### config.mk
export PLATFORM = sky130hd
export DESIGN_NAME = branch_ctrl_flat
export DESIGN_NICKNAME = d
export VERILOG_FILES = /design/src/rtl/branch_ctrl_pkg.sv /design/src/rtl/branch_ctrl_if.sv /design/src/rtl/branch_ctrl_stats.sv /design/src/rtl/branch_ctrl.sv /design/src/flat_wrapper.sv
export SDC_FILE = /design/constraint.sdc
export NUM_CORES = 1
export LEC_CHECK = 0
export ABC_AREA = 1
export CAP_MARGIN = 10
export CORE_MARGIN = 2
export CORE_UTILIZATION = 48
export DETAILED_ROUTE_END_ITERATION = 12
export PLACE_DENSITY = 0.89
export SLEW_MARGIN = 20
export SYNTH_ARGS = -nofsm -noshare
export SYNTH_HDL_FRONTEND = slang
export SYNTH_SLANG_ARGS = --single-unit
### constraint.sdc
create_clock -name clk_pi -period 1.45 [get_ports clk_pi]
set_input_delay 0.29 -clock clk_pi [delete_from_list [all_inputs] [get_ports clk_pi]]
set_output_delay 0.29 -clock clk_pi [all_outputs]
set_load 0.03 [all_outputs]
### src/rtl/branch_ctrl_pkg.sv
// -----------------------------------------------------------------------------
// branch_ctrl_pkg
// Shared definitions for the branch comparator sequencing controller:
//   - state_e      : controller FSM states
//   - BR_*         : one-hot branch type encodings {eq, ge, le, carry}
//   - STAT_W       : width of the optional statistics counters
//   - is_onehot4() : legality check for a decoded branch type
// -----------------------------------------------------------------------------
package branch_ctrl_pkg;

    typedef enum logic [1:0] {
        IDLE      = 2'd0,
        WAIT_OPND = 2'd1,
        RESOLVE   = 2'd2,
        FLUSH     = 2'd3
    } state_e;

    localparam logic [3:0] BR_EQ    = 4'b1000;
    localparam logic [3:0] BR_GE    = 4'b0100;
    localparam logic [3:0] BR_LE    = 4'b0010;
    localparam logic [3:0] BR_CARRY = 4'b0001;

    localparam int STAT_W = 16;

    // True when exactly one bit is set; rejects 0000 and any multi-hot code.
    function automatic logic is_onehot4(input logic [3:0] v);
        return (v != 4'd0) && ((v & (v - 4'd1)) == 4'd0);
    endfunction

endpackage

### src/rtl/branch_ctrl_if.sv
// -----------------------------------------------------------------------------
// branch_ctrl_if
// Decode-to-controller branch handshake.
//   br_valid_pi   : decode presents a branch this cycle
//   br_type_pi    : one-hot {eq, ge, le, carry}
//   br_target_pi  : branch target address (PC_W bits)
//   br_ready_po   : controller can accept a branch
// Modports: master = ID-stage decode, slave = branch_ctrl.
// -----------------------------------------------------------------------------
interface branch_ctrl_if #(
    parameter int PC_W = 16
);
    logic            br_valid_pi;
    logic [3:0]      br_type_pi;
    logic [PC_W-1:0] br_target_pi;
    logic            br_ready_po;

    modport master (
        output br_valid_pi,
        output br_type_pi,
        output br_target_pi,
        input  br_ready_po
    );

    modport slave (
        input  br_valid_pi,
        input  br_type_pi,
        input  br_target_pi,
        output br_ready_po
    );
endinterface

### src/rtl/branch_ctrl_stats.sv
// -----------------------------------------------------------------------------
// branch_ctrl_stats
// Saturating event counters for the branch controller (built only when
// BRANCH_STATS_EN is defined in the top level).
//   clk_i, rst_n_i      : clock, asynchronous active-low reset
//   resolve_i           : controller is in a RESOLVE cycle
//   taken_i             : RESOLVE cycle whose comparator result is taken
//   stall_i             : stall output is high this cycle
//   stat_resolved_o     : count of RESOLVE cycles
//   stat_taken_o        : count of taken branches
//   stat_stall_o        : count of stall cycles
// All counters stick at all-ones rather than wrapping.
// -----------------------------------------------------------------------------
module branch_ctrl_stats
    import branch_ctrl_pkg::*;
(
    input  logic              clk_i,
    input  logic              rst_n_i,
    input  logic              resolve_i,
    input  logic              taken_i,
    input  logic              stall_i,
    output logic [STAT_W-1:0] stat_resolved_o,
    output logic [STAT_W-1:0] stat_taken_o,
    output logic [STAT_W-1:0] stat_stall_o
);
    logic [STAT_W-1:0] resolved_q, taken_q, stall_q;

    function automatic logic [STAT_W-1:0] sat_inc(input logic [STAT_W-1:0] v,
                                                   input logic               en);
        return (en && (v != '1)) ? v + 1'b1 : v;
    endfunction

    always_ff @(posedge clk_i or negedge rst_n_i) begin
        if (!rst_n_i) begin
            resolved_q <= '0;
            taken_q    <= '0;
            stall_q    <= '0;
        end else begin
            resolved_q <= sat_inc(resolved_q, resolve_i);
            taken_q    <= sat_inc(taken_q, taken_i);
            stall_q    <= sat_inc(stall_q, stall_i);
        end
    end

    assign stat_resolved_o = resolved_q;
    assign stat_taken_o    = taken_q;
    assign stat_stall_o    = stall_q;
endmodule

### src/rtl/branch_ctrl.sv
// -----------------------------------------------------------------------------
// branch_ctrl
// Sequencing controller for the 16-bit MIPS branch comparator. Accepts a
// decoded branch, waits for final operands, drives the one-hot comparator
// select, samples the taken result and, when taken, issues a one-cycle PC
// redirect followed by an IF/ID flush lasting FLUSH_CYCLES cycles.
//
// Parameters:
//   PC_W          : branch target / redirect PC width
//   FLUSH_CYCLES  : flush length after a taken branch (1..3)
// Ports:
//   clk_pi, reset_n_pi      : clock, asynchronous active-low reset
//   br_if (slave)           : decode handshake (valid/type/target/ready)
//   opnds_ready_pi          : register and carry operands are final
//   cmp_taken_pi            : comparator result, sampled at end of RESOLVE
//   br_{eq,ge,le,carry}_po  : comparator select lines (one-hot or zero)
//   stall_po, flush_po      : front-end freeze / IF/ID squash
//   redirect_valid_po       : one-cycle PC load strobe
//   redirect_pc_po          : redirect target, holds between pulses
// Optional (macro BRANCH_STATS_EN):
//   stat_resolved_po, stat_taken_po, stat_stall_po : saturating counters
// Every output is decoded from registered state only.
// -----------------------------------------------------------------------------
module branch_ctrl
    import branch_ctrl_pkg::*;
#(
    parameter int PC_W         = 16,
    parameter int FLUSH_CYCLES = 1
) (
    input  logic              clk_pi,
    input  logic              reset_n_pi,
    branch_ctrl_if.slave      br_if,
    input  logic              opnds_ready_pi,
    input  logic              cmp_taken_pi,
    output logic              br_eq_po,
    output logic              br_ge_po,
    output logic              br_le_po,
    output logic              br_carry_po,
    output logic              stall_po,
    output logic              flush_po,
    output logic              redirect_valid_po,
    output logic [PC_W-1:0]   redirect_pc_po
`ifdef BRANCH_STATS_EN
    ,
    output logic [STAT_W-1:0] stat_resolved_po,
    output logic [STAT_W-1:0] stat_taken_po,
    output logic [STAT_W-1:0] stat_stall_po
`endif
);
    state_e          state_q, state_d;
    logic [3:0]      type_q, type_d;
    logic [PC_W-1:0] target_q, target_d;
    logic [1:0]      flush_cnt_q, flush_cnt_d;
    logic            redir_valid_q, redir_valid_d;
    logic [PC_W-1:0] redir_pc_q, redir_pc_d;
    logic            sel_active;

    // NOTE: every always_comb target gets a default first, so no path can
    // leave it unassigned and infer a latch.
    always_comb begin
        state_d       = state_q;
        type_d        = type_q;
        target_d      = target_q;
        flush_cnt_d   = flush_cnt_q;
        redir_valid_d = 1'b0;
        redir_pc_d    = redir_pc_q;

        unique case (state_q)
            IDLE: begin
                // Illegal (zero or multi-hot) types are dropped silently.
                if (br_if.br_valid_pi && is_onehot4(br_if.br_type_pi)) begin
                    type_d   = br_if.br_type_pi;
                    target_d = br_if.br_target_pi;
                    state_d  = opnds_ready_pi ? RESOLVE : WAIT_OPND;
                end
            end
            WAIT_OPND: begin
                if (opnds_ready_pi) state_d = RESOLVE;
            end
            RESOLVE: begin
                if (cmp_taken_pi) begin
                    state_d       = FLUSH;
                    flush_cnt_d   = 2'(FLUSH_CYCLES);
                    // Registered so the pulse lands in the first FLUSH cycle.
                    redir_valid_d = 1'b1;
                    redir_pc_d    = target_q;
                end else begin
                    state_d = IDLE;
                end
            end
            FLUSH: begin
                // New branches from decode are squashed here, so br_valid_pi
                // is deliberately not looked at.
                flush_cnt_d = flush_cnt_q - 2'd1;
                if (flush_cnt_q == 2'd1) state_d = IDLE;
            end
            default: state_d = IDLE;
        endcase
    end

    // NOTE: state registers use non-blocking assignments so every flop
    // samples the pre-edge values regardless of statement order.
    always_ff @(posedge clk_pi or negedge reset_n_pi) begin
        if (!reset_n_pi) begin
            state_q       <= IDLE;
            type_q        <= '0;
            target_q      <= '0;
            flush_cnt_q   <= '0;
            redir_valid_q <= 1'b0;
            redir_pc_q    <= '0;
        end else begin
            state_q       <= state_d;
            type_q        <= type_d;
            target_q      <= target_d;
            flush_cnt_q   <= flush_cnt_d;
            redir_valid_q <= redir_valid_d;
            redir_pc_q    <= redir_pc_d;
        end
    end

    // Selects follow the latched type only while the comparator is in use;
    // type_q is one-hot by construction, so the outputs never go multi-hot.
    assign sel_active = (state_q == WAIT_OPND) || (state_q == RESOLVE);

    assign br_eq_po          = sel_active & type_q[3];
    assign br_ge_po          = sel_active & type_q[2];
    assign br_le_po          = sel_active & type_q[1];
    assign br_carry_po       = sel_active & type_q[0];
    assign stall_po          = sel_active;
    assign flush_po          = (state_q == FLUSH);
    assign br_if.br_ready_po = (state_q == IDLE);
    assign redirect_valid_po = redir_valid_q;
    assign redirect_pc_po    = redir_pc_q;

`ifdef BRANCH_STATS_EN
    branch_ctrl_stats u_stats (
        .clk_i           (clk_pi),
        .rst_n_i         (reset_n_pi),
        .resolve_i       (state_q == RESOLVE),
        .taken_i         ((state_q == RESOLVE) && cmp_taken_pi),
        .stall_i         (sel_active),
        .stat_resolved_o (stat_resolved_po),
        .stat_taken_o    (stat_taken_po),
        .stat_stall_o    (stat_stall_po)
    );
`endif
endmodule

### src/flat_wrapper.sv
// flat-port wrapper written by rule: the top's interface ports become plain ports
module branch_ctrl_flat import branch_ctrl_pkg::*;
#(
    parameter int PC_W         = 16,
    parameter int FLUSH_CYCLES = 1
)
  (clk_pi, reset_n_pi, opnds_ready_pi, cmp_taken_pi, br_eq_po, br_ge_po, br_le_po, br_carry_po, stall_po, flush_po, redirect_valid_po, redirect_pc_po, br_if_br_valid_pi, br_if_br_type_pi, br_if_br_target_pi, br_if_br_ready_po);
  branch_ctrl_if #(.PC_W(PC_W)) br_if_i ();
  input  logic clk_pi;
  input  logic reset_n_pi;
  input  logic opnds_ready_pi;
  input  logic cmp_taken_pi;
  output logic br_eq_po;
  output logic br_ge_po;
  output logic br_le_po;
  output logic br_carry_po;
  output logic stall_po;
  output logic flush_po;
  output logic redirect_valid_po;
  output logic [PC_W-1:0] redirect_pc_po;
  input wire logic [$bits(br_if_i.br_valid_pi)-1:0] br_if_br_valid_pi;
  input wire logic [$bits(br_if_i.br_type_pi)-1:0] br_if_br_type_pi;
  input wire logic [$bits(br_if_i.br_target_pi)-1:0] br_if_br_target_pi;
  output wire logic [$bits(br_if_i.br_ready_po)-1:0] br_if_br_ready_po;
  assign br_if_i.br_valid_pi = br_if_br_valid_pi;
  assign br_if_i.br_type_pi = br_if_br_type_pi;
  assign br_if_i.br_target_pi = br_if_br_target_pi;
  assign br_if_br_ready_po = br_if_i.br_ready_po;
  branch_ctrl #(.PC_W(PC_W), .FLUSH_CYCLES(FLUSH_CYCLES)) u_core (.clk_pi(clk_pi), .reset_n_pi(reset_n_pi), .br_if(br_if_i), .opnds_ready_pi(opnds_ready_pi), .cmp_taken_pi(cmp_taken_pi), .br_eq_po(br_eq_po), .br_ge_po(br_ge_po), .br_le_po(br_le_po), .br_carry_po(br_carry_po), .stall_po(stall_po), .flush_po(flush_po), .redirect_valid_po(redirect_valid_po), .redirect_pc_po(redirect_pc_po));
endmodule
==> impl_metrics.env <==
export IMPL_status="finished, violations left"
export IMPL_violations="negative setup slack"
export IMPL_slew_viol_final=0
export IMPL_wire_per_inst_um=11.36
export IMPL_die_area_sq_mm=0.004559
export IMPL_routabilityCongestion=0.7469
export IMPL_nets=305
export IMPL_die_y_um=67.52
export IMPL_path_clk_slew_ns=0.07
export IMPL_finalNonFillerCells=326
export IMPL_num_vias=1497
export IMPL_slowest_delay_ns=0.39
export IMPL_cap_violations=0
export IMPL_vias_per_cell=4.592
export IMPL_row_count=23
export IMPL_io_pins=49
export IMPL_synth_area_sq_mm=0.001937
export IMPL_syn_area_per_cell_sq_um=9.312
export IMPL_p_per_area_mw_per_mm2=2023
export IMPL_path_cells="inv_2 -> ha_4 -> nand2_1 -> inv_2 -> buf_6"
export IMPL_first_pass_iters=4
export IMPL_yosysWarnings=0
export IMPL_critPathSlowestCell="dfrtp_1"
export IMPL_end_kind="output port"
export IMPL_grt_pass1_vias=1379
export IMPL_route_detailed_drc=0
export IMPL_finClkSkew_ns=0.001989
export IMPL_setup_tns_ns=-0.5387
export IMPL_hold_viol_final=0
export IMPL_hp_class="reg -> reg"
export IMPL_start_kind="register"
export IMPL_rsz0062_at_grt="yes"
export IMPL_ant_nets=0
export IMPL_initial_utilization=0.4913
export IMPL_clk_latency_ns=0.28
export IMPL_dpl_cell_area_sq_mm=0.002527
export IMPL_critPathRequiredTime_ns=1.16
export IMPL_track_usage=0.1804
export IMPL_grt_first_pass_wirelength_um=5975
export IMPL_fin_ws_ns=-0.1117
export IMPL_cts_buffers=5
export IMPL_crit_top_cell="inv_2"
export IMPL_clkSinkCount=41
export IMPL_period_minus_slack_ns=1.562
export IMPL_synth_fp_nets=238
export IMPL_antenna_found_initial=0
export IMPL_diodes=0
export IMPL_met1_usage=0.2145
export IMPL_setup_viol=6
export IMPL_final_cell_mix="nand2_1 (58), dfrtp_1 (41), nand2_2 (28), inv_1 (24), clkdlybuf4s50_1 (23)"
export IMPL_area_growth_pct=41.54
export IMPL_dp_cells=311
export IMPL_path_max_fanout=5
export IMPL_cts_path_max_buffers=2
export IMPL_hpwl_um=2562
export IMPL_final_common_cell="nand2_1"
export IMPL_htreeDepth=2
export IMPL_grt_met3_usage=0.03500
export IMPL_p_leak_nw=1.454
export IMPL_fp_dieW_um=67.52
export IMPL_cts_root_buf="clkbuf_8"
export IMPL_synth_cell_types=20
export IMPL_syn_inst=208
export IMPL_path_class="reg -> out"
export IMPL_fin_area_sq_mm=0.002741
export IMPL_drtIter0Drc=73
export IMPL_fmax_ghz=0.6403
export IMPL_drive_gt1_frac=0.3478
export IMPL_cts_tree="yes"
export IMPL_max_slew_margin_rel=0.7861
export IMPL_overflow=0
export IMPL_arrival_ns=1.27
export IMPL_peakVddDrop_uv=934.4
export IMPL_wl_um=3704
export IMPL_min_period_over_period=1.077
export IMPL_port_buffers=48
export IMPL_ys_seq_elements=41
export IMPL_gr_usage_met2=0.3137
export IMPL_core_sq_mm=0.003943
export IMPL_grt_busiest_layer="met2"
export IMPL_ys_seq_area_frac=0.5297
export IMPL_worstMarginPinSlew_ns=0.3222
export IMPL_grt_max_degree=42
[through the flow]
step	total power [W]	util	setup slack [ns]	hold slack, ns
floorplan	0.003539	-	0.01914	-0.005591
global placement	0.004345	0.6411	-0.07981	0.2729
detailed placement	0.004426	0.6411	-0.1033	0.2777
CTS	0.005447	0.6849	-0.1274	0.4808
global route	0.005903	0.6953	-0.1766	0.5047
finish	0.005547	0.6953	-0.1117	0.4732
[worst paths after layout]
path	from	endpoint	slack, ns	depth (start not counted)
min in group asynchronous	reset_n_pi	u_core.target_q[13]	0.50	3
hold / removal	u_core.redirect_pc_po[5]	u_core.redirect_pc_po[5]	0.47	2
setup reg to reg	u_core.state_q[1]	u_core.state_q[0]	0.02	10
hold reg to reg	u_core.redirect_pc_po[5]	u_core.redirect_pc_po[5]	0.47	2
setup / recovery	u_core.state_q[0]	br_le_po	-0.11	5
max in group asynchronous	reset_n_pi	u_core.target_q[4]	0.75	3
[flip-flops by register name, indices dropped and copies added, names as in the netlist]
register                  count
u_core.flush_cnt_q            2
u_core.redirect_pc_po        16
u_core.redirect_valid_po      1
u_core.state_q                2
u_core.target_q              16
u_core.type_q                 4
[layer usage]
metal / share of wire / vias up / routed length [um]
met5: 0 / - / 0
met4: 0.017 / 0 / 62
met3: 0.033 / 6 / 123
met2: 0.52 / 29 / 1925
met1: 0.43 / 697 / 1593
li1: - / 765 / -
[cell usage after synthesis (all sizes together)]
master | n | area (sq um)
nand2 | 86 | 380.4
a31oi | 1 | 6.260
o22ai | 1 | 6.260
inv | 32 | 120.1
nand3 | 5 | 25.02
o21a | 1 | 7.510
nand4 | 1 | 21.27
ha | 5 | 62.56
dfrtp | 41 | 1026
clkinv | 1 | 3.750
buf | 7 | 62.56
o21ai | 22 | 185.2
nor2 | 4 | 22.52
o21bai | 1 | 7.510
[layout make-up]
| cell class | count | area [sq um] |
|---|---|---|
| clock buffer | 7 | 86.33 |
| clock inverter | 1 | 30.03 |
| inverter | 33 | 123.9 |
| sequential | 41 | 1026 |
| timing repair buffer | 67 | 645.6 |
| fill | 291 | 1201 |
| tap | 50 | 62.56 |
| multi-input combinational | 127 | 767.0 |
[power breakdown]
| part | internal [W] | switching, W | leakage (nW) | total (W) |
|---|---|---|---|---|
| Clock | 0.000561 | 0.000364 | 0.0585 | 0.000925 |
| Sequential | 0.00162 | 0.000298 | 0.517 | 0.00192 |
| Combinational | 0.00116 | 0.00154 | 0.879 | 0.00270 |
| Total | 0.00334 | 0.00221 | 1.45 | 0.00555 |
[kinds of logic after synthesis]
group,Yosys count,share of synthesized area
AO/OA/AOI/OAI,26,0.1098
adder cells (fa/ha/maj),5,0.03230
buffers and inverters,40,0.09625
flip-flops,41,0.5297
AND/OR/NAND/NOR,96,0.2319
[what timing repair did]
| item | 4_1_cts | 5_1_grt |
|---|---|---|
| endpoints found under the setup margin | 23 | 25 |
| gates resized for setup | 30 | 11 |
| endpoints found under the hold margin | 41 | 0 |
| buffers inserted | 3 | 4 |
| hold buffers | 1 | 0 |
| pin swaps | 1 | 4 |
[worst max-delay path, delay by kind of cell, from the launching register on]
kind / cells / cell delay, ns
buffers and inverters: 3 / 0.24
adders and majority gates: 1 / 0.29
and+or+nand+nor: 1 / 0.07
DFF: 1 / 0.39
(Power assumes the default switching activity.)
